==> src/rtl/miner_csr.sv <==
// miner_csr: Avalon-MM CSR block that stages hash work for a miner core and reports its results.
// Optional cycle counter at 0x18/0x19 is built when MINER_CSR_HASHRATE_EN is defined.
module miner_csr (
    input  logic         clk,
    input  logic         rst,
    input  logic [4:0]   avs_address,
    input  logic         avs_read,
    input  logic         avs_write,
    input  logic [31:0]  avs_writedata,
    output logic [31:0]  avs_readdata,
    output logic         avs_readdatavalid,
    output logic         irq_out,
    output logic [255:0] m_header,
    output logic [255:0] m_difficulty,
    output logic [63:0]  m_start_nonce,
    output logic [17:0]  m_control,
    input  logic [63:0]  m_solution,
    input  logic [2:0]   m_status,
    input  logic         m_irq
);

    localparam logic [4:0]  ADDR_NONCE_LO = 5'h10;
    localparam logic [4:0]  ADDR_NONCE_HI = 5'h11;
    localparam logic [4:0]  ADDR_CONTROL  = 5'h12;
    localparam logic [4:0]  ADDR_SOL_LO   = 5'h14;
    localparam logic [4:0]  ADDR_IRQ      = 5'h16;
    localparam logic [31:0] CSR_ID        = 32'h5348_4133;

    localparam logic [1:0]  ST_IDLE       = 2'd0;
    localparam logic [1:0]  ST_RUNNING    = 2'd1;
    localparam logic [1:0]  ST_FOUND      = 2'd2;

    logic [7:0][31:0] hdr_stg_r;
    logic [7:0][31:0] dif_stg_r;
    logic [63:0]      nonce_stg_r;
    logic [31:0]      sol_snap_r;
    logic             irq_pending_r;
    logic             irq_enable_r;
    logic             m_irq_q_r;

    logic [1:0]       state_s;
    logic             wr_ctrl_s;
    logic             wr_irq_s;
    logic             commit_s;
    logic             irq_rise_s;
    logic             pending_nxt_s;
    logic             enable_nxt_s;
    logic [31:0]      rdata_s;

`ifdef MINER_CSR_HASHRATE_EN
    localparam logic [4:0]  ADDR_HASH_LO  = 5'h18;
    logic [63:0]      hash_cnt_r;
    logic [31:0]      hash_snap_r;
`endif

    // Miner state is derived from run and the match flag every cycle.
    always_comb begin
        state_s = ST_IDLE;
        if (!m_control[0]) begin
            state_s = ST_IDLE;
        end else if (m_irq) begin
            state_s = ST_FOUND;
        end else begin
            state_s = ST_RUNNING;
        end
    end

    // Strobe decode and interrupt next-state; a new rising edge beats a clear.
    always_comb begin
        wr_ctrl_s  = avs_write && (avs_address == ADDR_CONTROL);
        wr_irq_s   = avs_write && (avs_address == ADDR_IRQ);
        commit_s   = wr_ctrl_s && avs_writedata[0] && !m_control[0];
        irq_rise_s = m_irq && !m_irq_q_r;
        if (irq_rise_s) begin
            pending_nxt_s = 1'b1;
        end else if (wr_irq_s && avs_writedata[0]) begin
            pending_nxt_s = 1'b0;
        end else begin
            pending_nxt_s = irq_pending_r;
        end
        if (wr_irq_s) begin
            enable_nxt_s = avs_writedata[1];
        end else begin
            enable_nxt_s = irq_enable_r;
        end
    end

    // Read multiplexer over current (pre-write) register values.
    always_comb begin
        rdata_s = 32'd0;
        case (avs_address[4:3])
            2'b00: rdata_s = hdr_stg_r[avs_address[2:0]];
            2'b01: rdata_s = dif_stg_r[avs_address[2:0]];
            2'b10: begin
                case (avs_address[2:0])
                    3'd0:    rdata_s = nonce_stg_r[31:0];
                    3'd1:    rdata_s = nonce_stg_r[63:32];
                    3'd2:    rdata_s = {14'd0, m_control};
                    3'd3:    rdata_s = {26'd0, state_s, irq_pending_r, m_status};
                    3'd4:    rdata_s = m_solution[31:0];
                    3'd5:    rdata_s = sol_snap_r;
                    3'd6:    rdata_s = {30'd0, irq_enable_r, irq_pending_r};
                    3'd7:    rdata_s = CSR_ID;
                    default: rdata_s = 32'd0;
                endcase
            end
            2'b11: begin
`ifdef MINER_CSR_HASHRATE_EN
                if (avs_address[2:0] == 3'd0) begin
                    rdata_s = hash_cnt_r[31:0];
                end else if (avs_address[2:0] == 3'd1) begin
                    rdata_s = hash_snap_r;
                end else begin
                    rdata_s = 32'd0;
                end
`else
                rdata_s = 32'd0;
`endif
            end
            default: rdata_s = 32'd0;
        endcase
    end

    // Staging registers, live miner outputs and control; live values move only on commit.
    always_ff @(posedge clk) begin
        if (rst) begin
            hdr_stg_r     <= '0;
            dif_stg_r     <= '0;
            nonce_stg_r   <= 64'd0;
            m_header      <= 256'd0;
            m_difficulty  <= 256'd0;
            m_start_nonce <= 64'd0;
            m_control     <= 18'd0;
        end else if (avs_write) begin
            case (avs_address[4:3])
                2'b00: hdr_stg_r[avs_address[2:0]] <= avs_writedata;
                2'b01: dif_stg_r[avs_address[2:0]] <= avs_writedata;
                2'b10: begin
                    if (avs_address == ADDR_NONCE_LO) begin
                        nonce_stg_r[31:0] <= avs_writedata;
                    end else if (avs_address == ADDR_NONCE_HI) begin
                        nonce_stg_r[63:32] <= avs_writedata;
                    end else if (wr_ctrl_s) begin
                        m_control <= avs_writedata[17:0];
                        if (commit_s) begin
                            m_header      <= hdr_stg_r;
                            m_difficulty  <= dif_stg_r;
                            m_start_nonce <= nonce_stg_r;
                        end
                    end
                end
                default: begin
                end
            endcase
        end
    end

    // Registered read response and solution high-word snapshot.
    always_ff @(posedge clk) begin
        if (rst) begin
            avs_readdata      <= 32'd0;
            avs_readdatavalid <= 1'b0;
            sol_snap_r        <= 32'd0;
        end else begin
            avs_readdatavalid <= avs_read;
            if (avs_read) begin
                avs_readdata <= rdata_s;
                if (avs_address == ADDR_SOL_LO) begin
                    sol_snap_r <= m_solution[63:32];
                end
            end else begin
                avs_readdata <= 32'd0;
            end
        end
    end

    // Interrupt edge detect, pending/enable and registered host interrupt.
    always_ff @(posedge clk) begin
        if (rst) begin
            m_irq_q_r     <= 1'b0;
            irq_pending_r <= 1'b0;
            irq_enable_r  <= 1'b0;
            irq_out       <= 1'b0;
        end else begin
            m_irq_q_r     <= m_irq;
            irq_pending_r <= pending_nxt_s;
            irq_enable_r  <= enable_nxt_s;
            irq_out       <= pending_nxt_s & enable_nxt_s;
        end
    end

`ifdef MINER_CSR_HASHRATE_EN
    // Cycle counter: counts while RUNNING, restarts on commit, wraps naturally.
    always_ff @(posedge clk) begin
        if (rst) begin
            hash_cnt_r  <= 64'd0;
            hash_snap_r <= 32'd0;
        end else begin
            if (commit_s) begin
                hash_cnt_r <= 64'd0;
            end else if (state_s == ST_RUNNING) begin
                hash_cnt_r <= hash_cnt_r + 64'd1;
            end
            if (avs_read && (avs_address == ADDR_HASH_LO)) begin
                hash_snap_r <= hash_cnt_r[63:32];
            end
        end
    end
`endif

endmodule
==> config.mk <==
export PLATFORM = sky130hd
export DESIGN_NAME = miner_csr
export DESIGN_NICKNAME = d
export VERILOG_FILES = /design/src/rtl/miner_csr.sv
export SDC_FILE = /design/constraint.sdc
export NUM_CORES = 2
export LEC_CHECK = 0
export BUFFER_PORTS_ARGS = -buffer_cell sky130_fd_sc_hd__clkbuf_2
export CAP_MARGIN = 20
export CORE_UTILIZATION = 57
export CTS_CLUSTER_SIZE = 16
export DETAILED_ROUTE_END_ITERATION = 6
export GPL_TIMING_DRIVEN = 0
export PLACE_DENSITY_LB_ADDON = 0.2
export RECOVER_POWER = 100
export SLEW_MARGIN = 10
export SYNTH_ARGS = -nofsm -noshare
export SYNTH_HDL_FRONTEND = slang
export SYNTH_SLANG_ARGS = --single-unit
==> constraint.sdc <==
create_clock -name clk -period 2.3 [get_ports clk]
set_input_delay 0.23 -clock clk [delete_from_list [all_inputs] [get_ports clk]]
set_output_delay 0.23 -clock clk [all_outputs]
set_load 0.005 [all_outputs]
[Word-level counts from Yosys, hierarchy flattened]
Index checks and enable logic that the tools add are counted.
Storage, ports and cells
  bits in registers: 1239
  bits of input ports: 109
  output and inout bits: 628
  logic and storage cells: 84
Cells by class
  order comparisons: 2
  eq/ne operators: 15
  multiplexer cells: 15
  bitwise logic cells: 4
  reduce and logical (&&, ||, !) cells: 19
Operators by type and width (number)
  $bwmux W256: 2
  $pmux W32 S8: 1
  $bmux W32 S3: 2
  $pmux W32 S4: 1
  $demux W32 S3: 1
  $mux W32: 3
  $eq A5 B5 Y1 const B: 5
  $eq A3 B3 Y1 const B: 4
  $logic_and A1 B1 Y1: 7
  $eq A3 B2 Y1 const B: 2
  $reduce_and A2 Y1: 3
  $reduce_and A6 Y1: 1
  $reduce_and A5 Y1: 1
  $eq A2 B2 Y1 const B: 2
  $lt A3 B4 Y1 const B: 1
  $mux W2: 2
  $reduce_and A4 Y1: 1
  $eq A3 B1 Y1 const B: 1
  $ge A3 B1 Y1 const B: 1
  $logic_not A3 Y1: 1
  $mux W1: 3
  $not A1 Y1: 3
  $reduce_and A3 Y1: 1
  $eq A2 B1 Y1 const B: 1
  other kinds (4): 5

[Logic depth before layout (Yosys ltp)]
  word-level depth: 6
  gate-level depth with buffers: 8
  depth with buffers taken out: 5

[Worst setup path before layout]
Ideal clock, no wire load.
  path type: input port to flip-flop
  from: input port avs_address[0]
  to: register avs_readdata[15]
  setup time: 0.120 ns
  arrival time: 1.612 ns
  required time: 2.180 ns
  slack: 0.568 ns
  stages on the path: 6
  path buffers: 2
  cells stage by stage: buf_4 > buf_2 > mux4_2 > mux2i_1 > nor2_1 > a211o_1
On the way
  longest elaborated chain between the ends: 3
  elaborated cells between the ends (all ways): 14
  classes of those cells: eq/ne (7); mux (6); reduce/logical (1)
Ends and longest elaborated chain
  start: declaration: RTL line 6  | input logic [4:0] avs_address,
  $eq A3 B3 Y1 (tied with other cells): RTL line 95  | case (avs_address[2:0])
  $pmux W32 S8 (tied with other cells): RTL line 95
  $pmux W32 S4 *: RTL line 91  | case (avs_address[4:3])
  end signal: assignment: RTL line 167  | avs_readdata <= rdata_s;
  end: declaration: RTL line 10  | output logic [31:0] avs_readdata,
Every way passes the cells marked *; elsewhere a longest branch is shown, timed or not. The select of a mux whose other input is x is not followed.
A chain may end at the register's enable or synchronous reset.

[Worst setup path after layout]
  from: input port avs_address[1]
  to: register avs_readdata[19]
The elaborated chain is that of the path after synthesis.

==> run summary <==
Result of the run -> complete, but fails checks
Violations in the final reports -> design-rule violations, negative setup slack
Max clock buf depth -> 3
Ys Warns -> 0
Async set or reset register ratio after synthesis -> 0%
Fmax -> 382 MHz
CTS root buffer -> sky130_fd_sc_hd__clkbuf_16
Per-cell routed wire length -> 29.8 microns
CTS HTree Levels -> 4
Number of global-route vias before repair -> 45700
Number of nets produced by synthesis -> 6053
Layout Area Growth over Synthesis -> 20.0%
Leakage component of the power -> 20.0 nW
CP startpoint -> avs_address[1]
Area after DPL -> 52700 sq um
# DRC -> 23
Number of standard cells after synthesis -> 5944
Remaining antenna violation count -> 0
Row Count -> 105
Die W -> 291 microns
Peak ir drop on the vdd network -> 0.725 mV
Count of distinct cell types in the synthesized netlist -> 61
Clock transition time at the flip-flop clock pins of the worst setup and hold paths -> 0.06 ns
Count of TritonRoute iterations in the first routing pass -> 7
Routed WL -> 239000 microns
Number of buffers added on ports -> 706
Total Die Area -> 84900 sq um
Post-route fraction of the period consumed by the critical path -> 114%
Relative slew slack -> 10.2%
Fraction of final layout cells sized beyond drive strength 1 -> 14.2%
Half-perimeter wire length after detailed placement -> 182000 microns
Final sum of negative setup slack -> -12.27 ns
End point of the worst hold path -> dif_stg_r[240]
Post-route insts no fill -> 8020
Final Core Density -> 69.4%
Global-route congestion overflow total -> 0
Worst EP required -> 2.76 ns
Total count of hold-check failures in the final report -> 0
CTS Buf Count -> 130
Beginning of the worst register-to-register path -> m_control[0]
Gp weighted congestion -> 1.11
Number of DRC markers after the initial detailed-route iteration -> 9158
Worst R2R Setup Slack -> -0.05 ns
Final number of setup-violating endpoints -> 158
Maximum fanout along the worst path -> 10
Cell area power density -> 806 nW/um^2
Setup slack after placement -> -1.29 ns
Maximum number of pins on one net before global-route repair -> 20
# Max-Cap Violations -> 0
Sink count of the clock tree -> 1239
R2R cell count -> 7
Number of slew-limit violations in the final report -> 0
Clock insertion delay at the later pin of the skew report -> 0.77 ns
Global-route wire length before repair -> 326000 microns
Min-delay src -> avs_writedata[16]
Post-detailed-route via-to-cell ratio -> 6.43
Antenna violations before repair -> 43
Number of buffers inserted to repair setup after CTS -> 0
Startpoint-to-endpoint class of the critical path -> input port to flop
FF-to-FF End -> m_difficulty[10]
Ys flop type -> sky130_fd_sc_hd__dfxtp_1
Combined area of all synthesized cells -> 47800 sq um
Sequential fraction of the synthesis area -> 51.9%
Smallest setup slack after layout -> -0.315 ns
Worst Hold Path Cells -> 3
Die H -> 291 microns
Placed insts -> 7726
EDFF count, synth -> 0
Synth Register Bits -> 1239
Post-synthesis average cell area -> 8.03 sq um
Critical Path Start Type -> input port
Core Region -> 82500 sq um
Class of the tightest hold or removal check -> input port to flop
Cell area after layout -> 57300 sq um
Worst-margin pin slew -> 1.35 ns
Number of nets in the layout -> 6934
Clock tree from TritonCTS -> yes
All-layer global routing usage -> 54.1%
Post-layout total power -> 46.2 mW
Num ports -> 737
Post-layout min period -> 2.61 ns
Starting Density -> 57.9%
WP data arrival -> 3.07 ns
Clock tree skew after final layout -> 0.0358 ns
Total via count in the routed design -> 51500
Type of element capturing the critical path -> flop
Post-route worst hold slack -> 0.0658 ns
how the worst max path moves through the flow:
stage / endpoint / cells after the start
final: avs_readdata[19] / 9
after global routing: m_header[144] / 7
after CTS: avs_readdata[20] / 7
after detailed placement: avs_readdata[20] / 7
after global placement: avs_readdata[20] / 7
after floorplan: avs_readdata[15] / 6
critical path: stages:
cell and delay (ns):
sky130_fd_sc_hd__clkbuf_2 0.21, sky130_fd_sc_hd__buf_4 0.26, sky130_fd_sc_hd__buf_4 0.22, sky130_fd_sc_hd__buf_4 0.32
sky130_fd_sc_hd__buf_4 0.45, sky130_fd_sc_hd__mux2i_1 0.51, sky130_fd_sc_hd__a21oi_1 0.14, sky130_fd_sc_hd__nand3_1 0.25
sky130_fd_sc_hd__o211ai_1 0.45
kinds of logic (layout without fill, tap and decap cells):
family,after synthesis,after routing,share of synthesized area [%]
and+or+nand+nor,2600,2600,21.1
AOI/OAI and AO/OA,1367,1367,15.1
DFF,1239,1239,51.9
buffers and inverters,536,1511,4.80
muxes,202,202,7.04
other,0,31,0
timing repair:
| item | 4_1_cts | 5_1_grt |
|---|---|---|
| hold endpoints to repair | 48 | 0 |
| pin swaps | 0 | 2 |
| setup endpoints to repair | 308 | 386 |
| cloned | 0 | 0 |
| resized for setup | 38 | 32 |
| hold buffers | 38 | 0 |
cell usage after synthesis, types with 3 or more instances:
cell type / count / area [sq um]
sky130_fd_sc_hd__nand2_1: 2467 / 9260
sky130_fd_sc_hd__dfxtp_1: 1239 / 24800
sky130_fd_sc_hd__a21oi_1: 1219 / 6100
sky130_fd_sc_hd__clkbuf_1: 329 / 1230
sky130_fd_sc_hd__buf_2: 163 / 816
sky130_fd_sc_hd__mux4_2: 104 / 2340
sky130_fd_sc_hd__mux2i_1: 65 / 651
sky130_fd_sc_hd__mux2_2: 33 / 372
sky130_fd_sc_hd__a22oi_1: 31 / 233
sky130_fd_sc_hd__nand3_1: 27 / 135
sky130_fd_sc_hd__nor2_1: 27 / 101
sky130_fd_sc_hd__o21ai_0: 18 / 90.1
sky130_fd_sc_hd__buf_1: 16 / 60.1
sky130_fd_sc_hd__buf_4: 16 / 120
sky130_fd_sc_hd__nand2b_1: 16 / 100
sky130_fd_sc_hd__o211ai_1: 16 / 120
sky130_fd_sc_hd__nor2b_1: 13 / 81.3
sky130_fd_sc_hd__a22o_1: 10 / 87.6
sky130_fd_sc_hd__o22ai_1: 10 / 62.6
sky130_fd_sc_hd__a221oi_1: 9 / 78.8
sky130_fd_sc_hd__nor3_1: 9 / 45.0
sky130_fd_sc_hd__nor3_2: 9 / 90.1
sky130_fd_sc_hd__a31oi_1: 8 / 50.1
sky130_fd_sc_hd__inv_1: 8 / 30.0
sky130_fd_sc_hd__o221ai_1: 8 / 70.1
sky130_fd_sc_hd__a32oi_1: 6 / 52.6
sky130_fd_sc_hd__a211o_1: 5 / 43.8
sky130_fd_sc_hd__a221o_1: 5 / 50.1
sky130_fd_sc_hd__a311o_1: 5 / 50.1
sky130_fd_sc_hd__and3_1: 5 / 31.3
sky130_fd_sc_hd__nand4_1: 4 / 25.0
sky130_fd_sc_hd__nor4bb_1: 3 / 30.0
sky130_fd_sc_hd__o22a_1: 3 / 26.3
sky130_fd_sc_hd__o31a_1: 3 / 26.3
flip-flops by register name, summed over array words and instances (netlist names):
| name | flops |
|---|---|
| irq_pending_r | 1 |
| dif_stg_r | 256 |
| nonce_stg_r | 64 |
| irq_enable_r | 1 |
| sol_snap_r | 32 |
| hdr_stg_r | 256 |
| m_start_nonce | 64 |
| m_difficulty | 256 |
| m_control | 18 |
| m_irq_q_r | 1 |
| m_header | 256 |
| irq_out | 1 |
| avs_readdatavalid | 1 |
| avs_readdata | 32 |
layer usage:
layer / track usage (%) / part of all wire (%) / vias up
li1: - / - / 21400
met1: 68.4 / 35 / 24300
met2: 73.2 / 39 / 4719
met3: 24.7 / 18 / 1059
met4: 36.4 / 8.5 / 30
met5: 0.737 / 0.092 / -
cell type report:
class	instances	area, sq um
Antenna cell	31	77.6
Sequential cell	1239	24800
Clock inverter	45	659
Fill cell	7081	25200
Buffer	524	2330
Clock buffer	181	3720
Timing Repair Buffer	751	3630
Inverter	10	37.5
Tap cell	1070	1340
Multi-Input combinational cell	4169	20700
cell usage in the layout, fill, tap and decap left out, types with 26 or more instances in the layout:
| cell type | n |
|---|---|
| sky130_fd_sc_hd__nand2_1 | 2467 |
| sky130_fd_sc_hd__dfxtp_1 | 1239 |
| sky130_fd_sc_hd__a21oi_1 | 1218 |
| sky130_fd_sc_hd__clkbuf_1 | 616 |
| sky130_fd_sc_hd__clkbuf_2 | 453 |
| sky130_fd_sc_hd__buf_2 | 134 |
| sky130_fd_sc_hd__clkbuf_16 | 133 |
| sky130_fd_sc_hd__mux4_2 | 104 |
| sky130_fd_sc_hd__mux2i_1 | 61 |
| sky130_fd_sc_hd__dlygate4sd3_1 | 38 |
| sky130_fd_sc_hd__mux2_2 | 33 |
| sky130_fd_sc_hd__diode_2 | 31 |
| sky130_fd_sc_hd__a22oi_1 | 30 |
| sky130_fd_sc_hd__nor2_1 | 27 |
| sky130_fd_sc_hd__nand3_1 | 26 |
power breakdown:
| part | switching (mW) | internal [mW] |
|---|---|---|
| combinational | 1.96 | 0.543 |
| sequential | 0.117 | 21.5 |
| clock | 9.21 | 12.8 |
| total | 11.3 | 34.9 |
Note: power is estimated with default switching activity, not from simulation.
